**src/rtl/mem_access_unit_if.sv**
```systemverilog
// SRAM-like request/response bus between mem_access_unit (master) and memory (slave).
// Request: bus_req is valid, bus_addr_ok is ready; one request transfers when both are 1.
// Response: bus_data_ok marks bus_rdata valid (or acknowledges a write) for that cycle;
// the master is always ready.
interface mem_access_unit_if #(
    parameter int ADDR_W = 32,
    parameter int DATA_W = 32
);
    logic              bus_req;
    logic              bus_wr;
    logic [ADDR_W-1:0] bus_addr;
    logic [3:0]        bus_wstrb;
    logic [DATA_W-1:0] bus_wdata;
    logic              bus_addr_ok;
    logic              bus_data_ok;
    logic [DATA_W-1:0] bus_rdata;
    logic              bus_err;

    modport master (
        output bus_req, bus_wr, bus_addr, bus_wstrb, bus_wdata, bus_err,
        input  bus_addr_ok, bus_data_ok, bus_rdata
    );

    modport slave (
        input  bus_req, bus_wr, bus_addr, bus_wstrb, bus_wdata, bus_err,
        output bus_addr_ok, bus_data_ok, bus_rdata
    );
endinterface

```
**src/rtl/mem_access_unit.sv**
```systemverilog
// Memory-stage access unit: turns M-stage load/store strobes into bus transactions.
// Optional MEM_TIMEOUT_EN adds a WAIT_DATA timeout that pulses bus_err.
module mem_access_unit #(
    parameter int ADDR_W         = 32,
    parameter int DATA_W         = 32,
    parameter int TIMEOUT_CYCLES = 255
) (
    input  logic              clk,
    input  logic              rst,
    input  logic              mem_read,
    input  logic              mem_write,
    input  logic [ADDR_W-1:0] mem_addr,
    input  logic [DATA_W-1:0] mem_wdata,
    input  logic [1:0]        mem_size,
    input  logic              load_sign,
    output logic [DATA_W-1:0] read_data,
    output logic              stall,
    output logic              adel,
    output logic              ades,
    output logic [1:0]        dbgState,
    mem_access_unit_if.master bus
);

    typedef enum logic [1:0] {
        IDLE      = 2'd0,
        WAIT_DATA = 2'd1,
        DONE      = 2'd2
    } state_t;

    state_t state, stateNext;

    logic        req, isStore, misaligned, goReq;
    logic [1:0]  lane;
    logic        busReqC, stallC, capture, timeoutHit, expire;
    logic [7:0]  loadByte;
    logic [15:0] loadHalf;
    logic [DATA_W-1:0] loadData, storeData;
    logic [3:0]  storeStrb;

    assign req        = mem_read | mem_write;
    assign isStore    = mem_write;
    assign lane       = mem_addr[1:0];
    assign misaligned = ((mem_size == 2'd1) && lane[0]) ||
                        (mem_size[1] && (lane != 2'b00));
    assign goReq      = req && !misaligned;

    assign loadByte = bus.bus_rdata[{lane, 3'b000} +: 8];
    assign loadHalf = lane[1] ? bus.bus_rdata[31:16] : bus.bus_rdata[15:0];

    always_comb begin
        loadData  = bus.bus_rdata;
        storeData = mem_wdata;
        storeStrb = 4'b1111;
        case (mem_size)
            2'd0: begin
                loadData  = {{24{load_sign & loadByte[7]}}, loadByte};
                storeData = {4{mem_wdata[7:0]}};
                storeStrb = 4'b0001 << lane;
            end
            2'd1: begin
                loadData  = {{16{load_sign & loadHalf[15]}}, loadHalf};
                storeData = {2{mem_wdata[15:0]}};
                storeStrb = 4'b0011 << lane;
            end
            default: ;
        endcase
    end

    always_comb begin
        stateNext  = state;
        busReqC    = 1'b0;
        stallC     = 1'b0;
        capture    = 1'b0;
        timeoutHit = 1'b0;
        case (state)
            IDLE: begin
                if (goReq) begin
                    busReqC = 1'b1;
                    stallC  = 1'b1;
                    if (bus.bus_addr_ok) begin
                        if (bus.bus_data_ok) begin
                            capture   = 1'b1;
                            stateNext = DONE;
                        end else begin
                            stateNext = WAIT_DATA;
                        end
                    end
                end
            end
            WAIT_DATA: begin
                stallC = 1'b1;
                if (bus.bus_data_ok) begin
                    capture   = 1'b1;
                    stateNext = DONE;
                end else if (expire) begin
                    timeoutHit = 1'b1;
                    stateNext  = DONE;
                end
            end
            DONE:    stateNext = IDLE;
            default: stateNext = IDLE;
        endcase
    end

    always_ff @(posedge clk or negedge rst) begin
        if (!rst) begin
            state     <= IDLE;
            read_data <= '0;
        end else begin
            state <= stateNext;
            if (timeoutHit)
                read_data <= '0;
            else if (capture && !isStore)
                read_data <= loadData;
        end
    end

`ifdef MEM_TIMEOUT_EN
    localparam int CNT_W = (TIMEOUT_CYCLES > 255) ? 16 : 8;
    logic [CNT_W-1:0] waitCnt;
    logic             busErrQ;

    // Counter is cleared while idle, so it starts at zero on every WAIT_DATA entry.
    always_ff @(posedge clk or negedge rst) begin
        if (!rst) begin
            waitCnt <= '0;
            busErrQ <= 1'b0;
        end else begin
            busErrQ <= timeoutHit;
            if (state == WAIT_DATA)
                waitCnt <= waitCnt + CNT_W'(1);
            else
                waitCnt <= '0;
        end
    end

    assign expire      = (state == WAIT_DATA) && (waitCnt == CNT_W'(TIMEOUT_CYCLES - 1));
    assign bus.bus_err = busErrQ;
`else
    logic unusedTimeout;
    assign unusedTimeout = (TIMEOUT_CYCLES != 0);
    assign expire        = 1'b0;
    assign bus.bus_err   = 1'b0;
`endif

    // Reset gates the combinational outputs so the bus goes quiet the moment rst falls.
    assign stall         = rst & stallC;
    assign bus.bus_req   = rst & busReqC;
    assign bus.bus_wr    = rst & busReqC & isStore;
    assign bus.bus_addr  = bus.bus_req ? {mem_addr[ADDR_W-1:2], 2'b00} : '0;
    assign bus.bus_wstrb = bus.bus_wr ? storeStrb : 4'b0000;
    assign bus.bus_wdata = bus.bus_wr ? storeData : '0;
    assign adel          = rst && (state == IDLE) && req && !isStore && misaligned;
    assign ades          = rst && (state == IDLE) && isStore && misaligned;
    assign dbgState      = state;

endmodule

```
**src/flat_wrapper.sv**
```systemverilog
// flat-port wrapper written by rule: the top's interface ports become plain ports
module mem_access_unit_flat 
#(
    parameter int ADDR_W         = 32,
    parameter int DATA_W         = 32,
    parameter int TIMEOUT_CYCLES = 255
)
  (clk, rst, mem_read, mem_write, mem_addr, mem_wdata, mem_size, load_sign, read_data, stall, adel, ades, dbgState, bus_bus_req, bus_bus_wr, bus_bus_addr, bus_bus_wstrb, bus_bus_wdata, bus_bus_err, bus_bus_addr_ok, bus_bus_data_ok, bus_bus_rdata);
  mem_access_unit_if #(.ADDR_W(ADDR_W), .DATA_W(DATA_W)) bus_i ();
  input  logic clk;
  input  logic rst;
  input  logic mem_read;
  input  logic mem_write;
  input  logic [ADDR_W-1:0] mem_addr;
  input  logic [DATA_W-1:0] mem_wdata;
  input  logic [1:0] mem_size;
  input  logic load_sign;
  output logic [DATA_W-1:0] read_data;
  output logic stall;
  output logic adel;
  output logic ades;
  output logic [1:0] dbgState;
  output wire logic [$bits(bus_i.bus_req)-1:0] bus_bus_req;
  output wire logic [$bits(bus_i.bus_wr)-1:0] bus_bus_wr;
  output wire logic [$bits(bus_i.bus_addr)-1:0] bus_bus_addr;
  output wire logic [$bits(bus_i.bus_wstrb)-1:0] bus_bus_wstrb;
  output wire logic [$bits(bus_i.bus_wdata)-1:0] bus_bus_wdata;
  output wire logic [$bits(bus_i.bus_err)-1:0] bus_bus_err;
  input wire logic [$bits(bus_i.bus_addr_ok)-1:0] bus_bus_addr_ok;
  input wire logic [$bits(bus_i.bus_data_ok)-1:0] bus_bus_data_ok;
  input wire logic [$bits(bus_i.bus_rdata)-1:0] bus_bus_rdata;
  assign bus_bus_req = bus_i.bus_req;
  assign bus_bus_wr = bus_i.bus_wr;
  assign bus_bus_addr = bus_i.bus_addr;
  assign bus_bus_wstrb = bus_i.bus_wstrb;
  assign bus_bus_wdata = bus_i.bus_wdata;
  assign bus_bus_err = bus_i.bus_err;
  assign bus_i.bus_addr_ok = bus_bus_addr_ok;
  assign bus_i.bus_data_ok = bus_bus_data_ok;
  assign bus_i.bus_rdata = bus_bus_rdata;
  mem_access_unit #(.ADDR_W(ADDR_W), .DATA_W(DATA_W), .TIMEOUT_CYCLES(TIMEOUT_CYCLES)) u_core (.clk(clk), .rst(rst), .mem_read(mem_read), .mem_write(mem_write), .mem_addr(mem_addr), .mem_wdata(mem_wdata), .mem_size(mem_size), .load_sign(load_sign), .read_data(read_data), .stall(stall), .adel(adel), .ades(ades), .dbgState(dbgState), .bus(bus_i));
endmodule
```
**config.mk**
```make
export PLATFORM = sky130hd
export DESIGN_NAME = mem_access_unit_flat
export DESIGN_NICKNAME = d
export VERILOG_FILES = /design/src/rtl/mem_access_unit_if.sv /design/src/rtl/mem_access_unit.sv /design/src/flat_wrapper.sv
export SDC_FILE = /design/constraint.sdc
export NUM_CORES = 1
export LEC_CHECK = 0
export ABC_CLOCK_PERIOD_IN_PS = 2000
export BUFFER_PORTS_ARGS = -buffer_cell sky130_fd_sc_hd__buf_2
export CAP_MARGIN = 10
export CELL_PAD_IN_SITES_DETAIL_PLACEMENT = 2
export CELL_PAD_IN_SITES_GLOBAL_PLACEMENT = 2
export CORE_UTILIZATION = 19
export CTS_CLUSTER_SIZE = 20
export DETAILED_ROUTE_END_ITERATION = 16
export PLACE_DENSITY = 0.81
export SYNTH_ARGS = -nofsm -noshare
export SYNTH_HDL_FRONTEND = slang
export SYNTH_SLANG_ARGS = --single-unit
```
**constraint.sdc**
```tcl
create_clock -name clk -period 2 [get_ports clk]
set_clock_uncertainty 0.1 [all_clocks]
set_input_delay 0.5 -clock clk [delete_from_list [all_inputs] [get_ports clk]]
set_output_delay 0.5 -clock clk [all_outputs]
set_load 0.01 [all_outputs]
```
---- After elaboration in Yosys (flattened, before gate mapping) ----
Cells that the tools add are included.
storage, ports and cells
  output and inout port bits .............. 108
  input bits .............................. 105
  register bits after elaboration ......... 34
cells by class
  bitwise logic cells ..................... 6
  reductions and logical operators ........ 17
  shifts and indexed selects .............. 3
  eq/ne operators ......................... 5
  muxes and demuxes ....................... 19
operators by type and width
  operator                                             count
  case mux 32 bit (2 select lines)                     2
  two-way mux 32 bit                                   2
  indexed part select 32 x 6 -> 8 bit                  1
  two-way mux 16 bit                                   1
  logical AND 1 bit                                    10
  two-way mux 2 bit                                    4
  case mux 4 bit (2 select lines)                      1
  bitwise AND 1 bit                                    5
  two-way mux 1 bit                                    5
  equality test 2 x 1 -> 1 bit, second input constant  2
  zero test 2 bit                                      2
  two-way mux 4 bit                                    1
  != test 2 bit, second input constant                 2
  case mux 1 bit (2 select lines)                      2
  case mux 2 bit (2 select lines)                      1
  left shift 1 x 2 -> 4 bit, first input constant      1
  left shift 2 x 2 -> 4 bit, first input constant      1
  AND reduction 3 bit                                  1
  zero test 1 bit                                      2
  != test 2 x 1 -> 1 bit, second input constant        1
  nonzero test 2 bit                                   1
  logical OR 1 bit                                     1
  OR 1 bit                                             1

---- Depth between registers and ports, before layout ----
  depth after elaboration ................. 10
  gate-level depth with buffers ........... 7

---- Worst setup path after synthesis ----
Ideal clock, no wire load.
  kind .................................... input port to output port
  start ................................... input port mem_addr[0]
  end ..................................... output port bus_bus_wdata[0]
  slack ................................... -0.283 ns
  data arrival time ....................... 1.683 ns
  data required time ...................... 1.400 ns
  stages .................................. 7
  path through ............................ buf_6 > o21ai_2 > and2_1 > nand3_1 > inv_1 > clkbuf_1 > and2_1
on the way
  longest elaborated chain between the ends .. 10
ends and longest elaborated chain
  element                            RTL line                source
  start: declaration                 flat_wrapper.sv:14      input logic [ADDR_W-1:0] mem_addr;
  nonzero test 2 bit                 mem_access_unit.sv:44   (mem_size[1] && (lane != 2'b00));
  logical AND 1 bit                  mem_access_unit.sv:44
  logical OR 1 bit *                 mem_access_unit.sv:43   assign misaligned = ((mem_size == 2'd1) && lane[0]) ||
  zero test 1 bit *                  mem_access_unit.sv:45   assign goReq = req && !misaligned;
  logical AND 1 bit *                mem_access_unit.sv:45
  two-way mux 1 bit *                mem_access_unit.sv:77   if (goReq) begin
  two-way mux 1 bit *                mem_access_unit.sv:75   case (state)
  bitwise AND 1 bit * (2 in series)  mem_access_unit.sv:149  assign bus.bus_wr = rst & busReqC & isStore;
  via bus_bus_wr                     flat_wrapper.sv:24      output wire logic [$bits(bus_i.bus_wr)-1:0] bus_bus_wr;
  two-way mux 32 bit *               mem_access_unit.sv:152  assign bus.bus_wdata = bus.bus_wr ? storeData : '0;
  end: declaration                   flat_wrapper.sv:27      output wire logic [$bits(bus_i.bus_wdata)-1:0] bus_bus_wdata;
The timed path passes the listed nets; every way through them passes the cells marked *.

---- Final worst setup path ----
  start ................................... register u_core.state[0] (netlist: u_core.dbgState[0])
  end ..................................... output port bus_bus_wdata[8]
on the way
  longest elaborated chain between the ends .. 5
ends and longest elaborated chain
  element                          RTL line                source
  start: declaration               mem_access_unit.sv:30   state_t state, stateNext;
  start signal: assignment         mem_access_unit.sv:110  state <= stateNext;
  zero test 2 bit                  mem_access_unit.sv:75
  two-way mux 1 bit                mem_access_unit.sv:75
  bitwise AND 1 bit (2 in series)  mem_access_unit.sv:149
  two-way mux 32 bit               mem_access_unit.sv:152
Every way passes these cells.

==> reports/qor.csv <==
stage;metric;value;unit
power;switching_share;0.333;
routing;avgViaCountPerCell;4.59;
synth;synth_compound_area_frac;0.155;
setup_path;rr_endpoint;u_core.read_data[22];
clocking;cts_tree;built;
routing;final_antenna_net_count;0;
synth;async_flop_share;1.00;
synth;synth_top_family_by_area;multiplexers;
timing;worst_slack;-279;ps
synth;synth_cell_type_count;41;
clocking;cts.sinks;34;
min_path;hold_class;in -> async;
synth;synth_edf_count;0;
run;max-cap-violations;0;
timing;setup_viol;70;
floorplan;die_h;126;um
power;p_switching;1150;uW
power;p_per_area;669;nW/um^2
floorplan;die_w;126;um
setup_path;reg2reg_slack;100;ps
clocking;clock_path_buffers;2;
clocking;root_buffer;clkbuf_16;
synth;ys_seq_area_frac;0.291;
power;internal_power;2300;uW
timing;setup-tns-final;-17070;ps
final_layout;drive_gt1_frac;0.627;
routing;dr.pass1.iters;4;
final_layout;final_core_util;0.349;
power;pwr-share-comb;0.439;
setup_path;worstSetupStartpoint;u_core.dbgState[0];
setup_path;worstPathRequired;1400;ps
setup_path;crit_path_start_kind;flop;
routing;first_iter_violations;77;
final_layout;area_delta_synth_final;76.2;%
setup_path;r2r-start;u_core.dbgState[1];
final_layout;fillers;1678;
power;clockPowerShare;0.251;
synth;synthFlopType;dfrtp_1;
synth;syn_avg_cell_area;8.72;sq um
clocking;clkTransAtPathRegs;50;ps
floorplan;die_area;15900;sq um
setup_path;crit_fanout;24;
power;p_leak;0.00268;uW
power;total_power;3450;uW
synth;synth_fa_ha_area_frac;0;
final_layout;multi_input_area;2080;sq um
floorplan;coreArea;14800;sq um
timing;drv_slew;0;
timing;rsz0062_at_grt;true;
clocking;clk_latency;270;ps
timing;fin_crit_sh;1.14;
routing;wl;15.0;mm
setup_path;cp-end-kind;output port;
setup_path;cp.arrival;1680;ps
global_route;track_usage;0.179;
placement;place_ws;-278;ps
setup_path;rr_worst_depth;6;
synth;ys_ff_latch;34;
placement;dp.cells;744;
final_layout;final_cells;767;
global_route;grt_first_pass_wirelength;22.3;mm
floorplan;rows;44;
floorplan;initial_utilization;0.198;
floorplan;boundaryPins;213;
synth;synthCells;335;
global_route;antenna_found_initial;5;
final_layout;layout_common_cells;182 x buf_2, 40 x buf_4, 37 x mux2i_1;
power;p_seq_frac;0.309;
placement;gp_congestion;0.725;
placement;port_buffers;209;
global_route;grt_max_degree;35;
power;peakVddDrop;0.327;mV
routing;post_drt_wl_per_cell;19.6;um
routing;drc;0;
clocking;cts.htree.levels;2;
synth;synth-xor-area-share;0;
timing;hold_viol;0;
routing;vias;3523;
final_layout;ff_latch_area;851;sq um
final_layout;nets;683;
setup_path;critPathKind;reg -> out;
clocking;cts_inserted_buffers;5;
final_layout;final_common_cell;buf_2;
outcome;outcome;finished, violations left;
synth;synth.area.mux_share;0.268;
outcome;violations;setup timing;
global_route;overflow;0;
placement;post-dp-hpwl;11.5;mm
synth;yosys_warnings;0;
global_route;grt_pass1_vias;4042;
synth;synth_simple_gate_area_share;0.216;
synth;syn_area;2920;sq um
timing;post-route-min-period;2280;ps
timing;clock.fmax;439;MHz
## Yosys cell counts (2+ instances only)
cell       n  area share
mux2_2     4       0.015
buf_4      4       0.010
clkbuf_1  17       0.022
o21ai_0   18       0.031
nor2b_1    3      0.0064
buf_1      2      0.0026
a22o_1     7       0.021
dfrtp_1   34        0.29
nor3_1     2      0.0034
o32ai_1    6       0.018
mux2i_1   37        0.13
buf_2      3      0.0051
inv_1      9       0.012
buf_6      4       0.015
a21oi_1   33       0.057
nand3_1    2      0.0034
and2_1    39       0.083
nor3b_1    3      0.0077
mux2_4    23        0.12
nor2_1    30       0.039
nand2_1   35       0.045
## power by group through the flow
stage          registers, uW  logic [uW]  clock network (uW)
2_1_floorplan           1160         639                   0
3_3_place_gp            1070        1360                   0
3_5_place_dp            1070        1430                   0
4_1_cts                 1070        1470                 885
5_1_grt                 1100        1640                 923
6_report                1070        1510                 866
## sequential cells by signal, summed over array words and instances (netlist names)
signal,flops
u_core.read_data,32
u_core.dbgState,2
## stage by stage
step / instance area, sq um / hold slack (ps)
after CTS: 4890 / 111
after global placement: 4580 / 223
after global routing: 5150 / 105
after detailed placement: 4580 / 227
final: 5150 / 100
after floorplan: 3110 / 104
## cell families after synthesis
kind of cell | count (synthesis)
AND/OR/NAND/NOR | 122
AO/OA/AOI/OAI | 73
multiplexers | 65
buffers and inverters | 40
flip-flops | 34
other | 1
## per-layer routing
metal | vias to the layer above | wire, um | global-route usage
li1 | 1653 | - | -
met4 | 2 | 174 | 0.0326
met3 | 16 | 1010 | 0.0514
met5 | - | 13 | 0
met1 | 1727 | 5720 | 0.196
met2 | 125 | 8080 | 0.343
## worst max-delay path, cell delays in order (launching register included)
cell and delay (ps):
dfrtp_1 400, nor3b_2 190, buf_4 150, buf_6 90, nand3_4 90, buf_12 190
a21oi_2 120, buf_2 160
## worst max path at each step
stage	to	cells after the start
floorplan	u_core.read_data[10]	6
global placement	bus_bus_wstrb[0]	5
detailed placement	bus_bus_addr[5]	7
CTS	bus_bus_addr[5]	6
global route	bus_bus_wdata[8]	7
finish	bus_bus_wdata[8]	7
## layout make-up
| type | instances | area share |
|---|---|---|
| clock inverters | 1 | 0.00583 |
| flip-flops and latches | 34 | 0.165 |
| inverters | 9 | 0.00656 |
| repair buffers | 265 | 0.347 |
| diodes | 4 | 0.00194 |
| clock buffers | 7 | 0.0258 |
| multi-input cells | 263 | 0.403 |
| well taps | 184 | 0.0447 |
## repair_timing
item	4_1_cts	5_1_grt
endpoints found under the hold margin	1	0
pin swaps	3	18
endpoints found under the setup margin	70	89
gates resized for setup	20	46
setup buffers	4	2
hold buffers	1	0
gates cloned	1	3
Note: power is estimated with default switching activity, not from simulation.
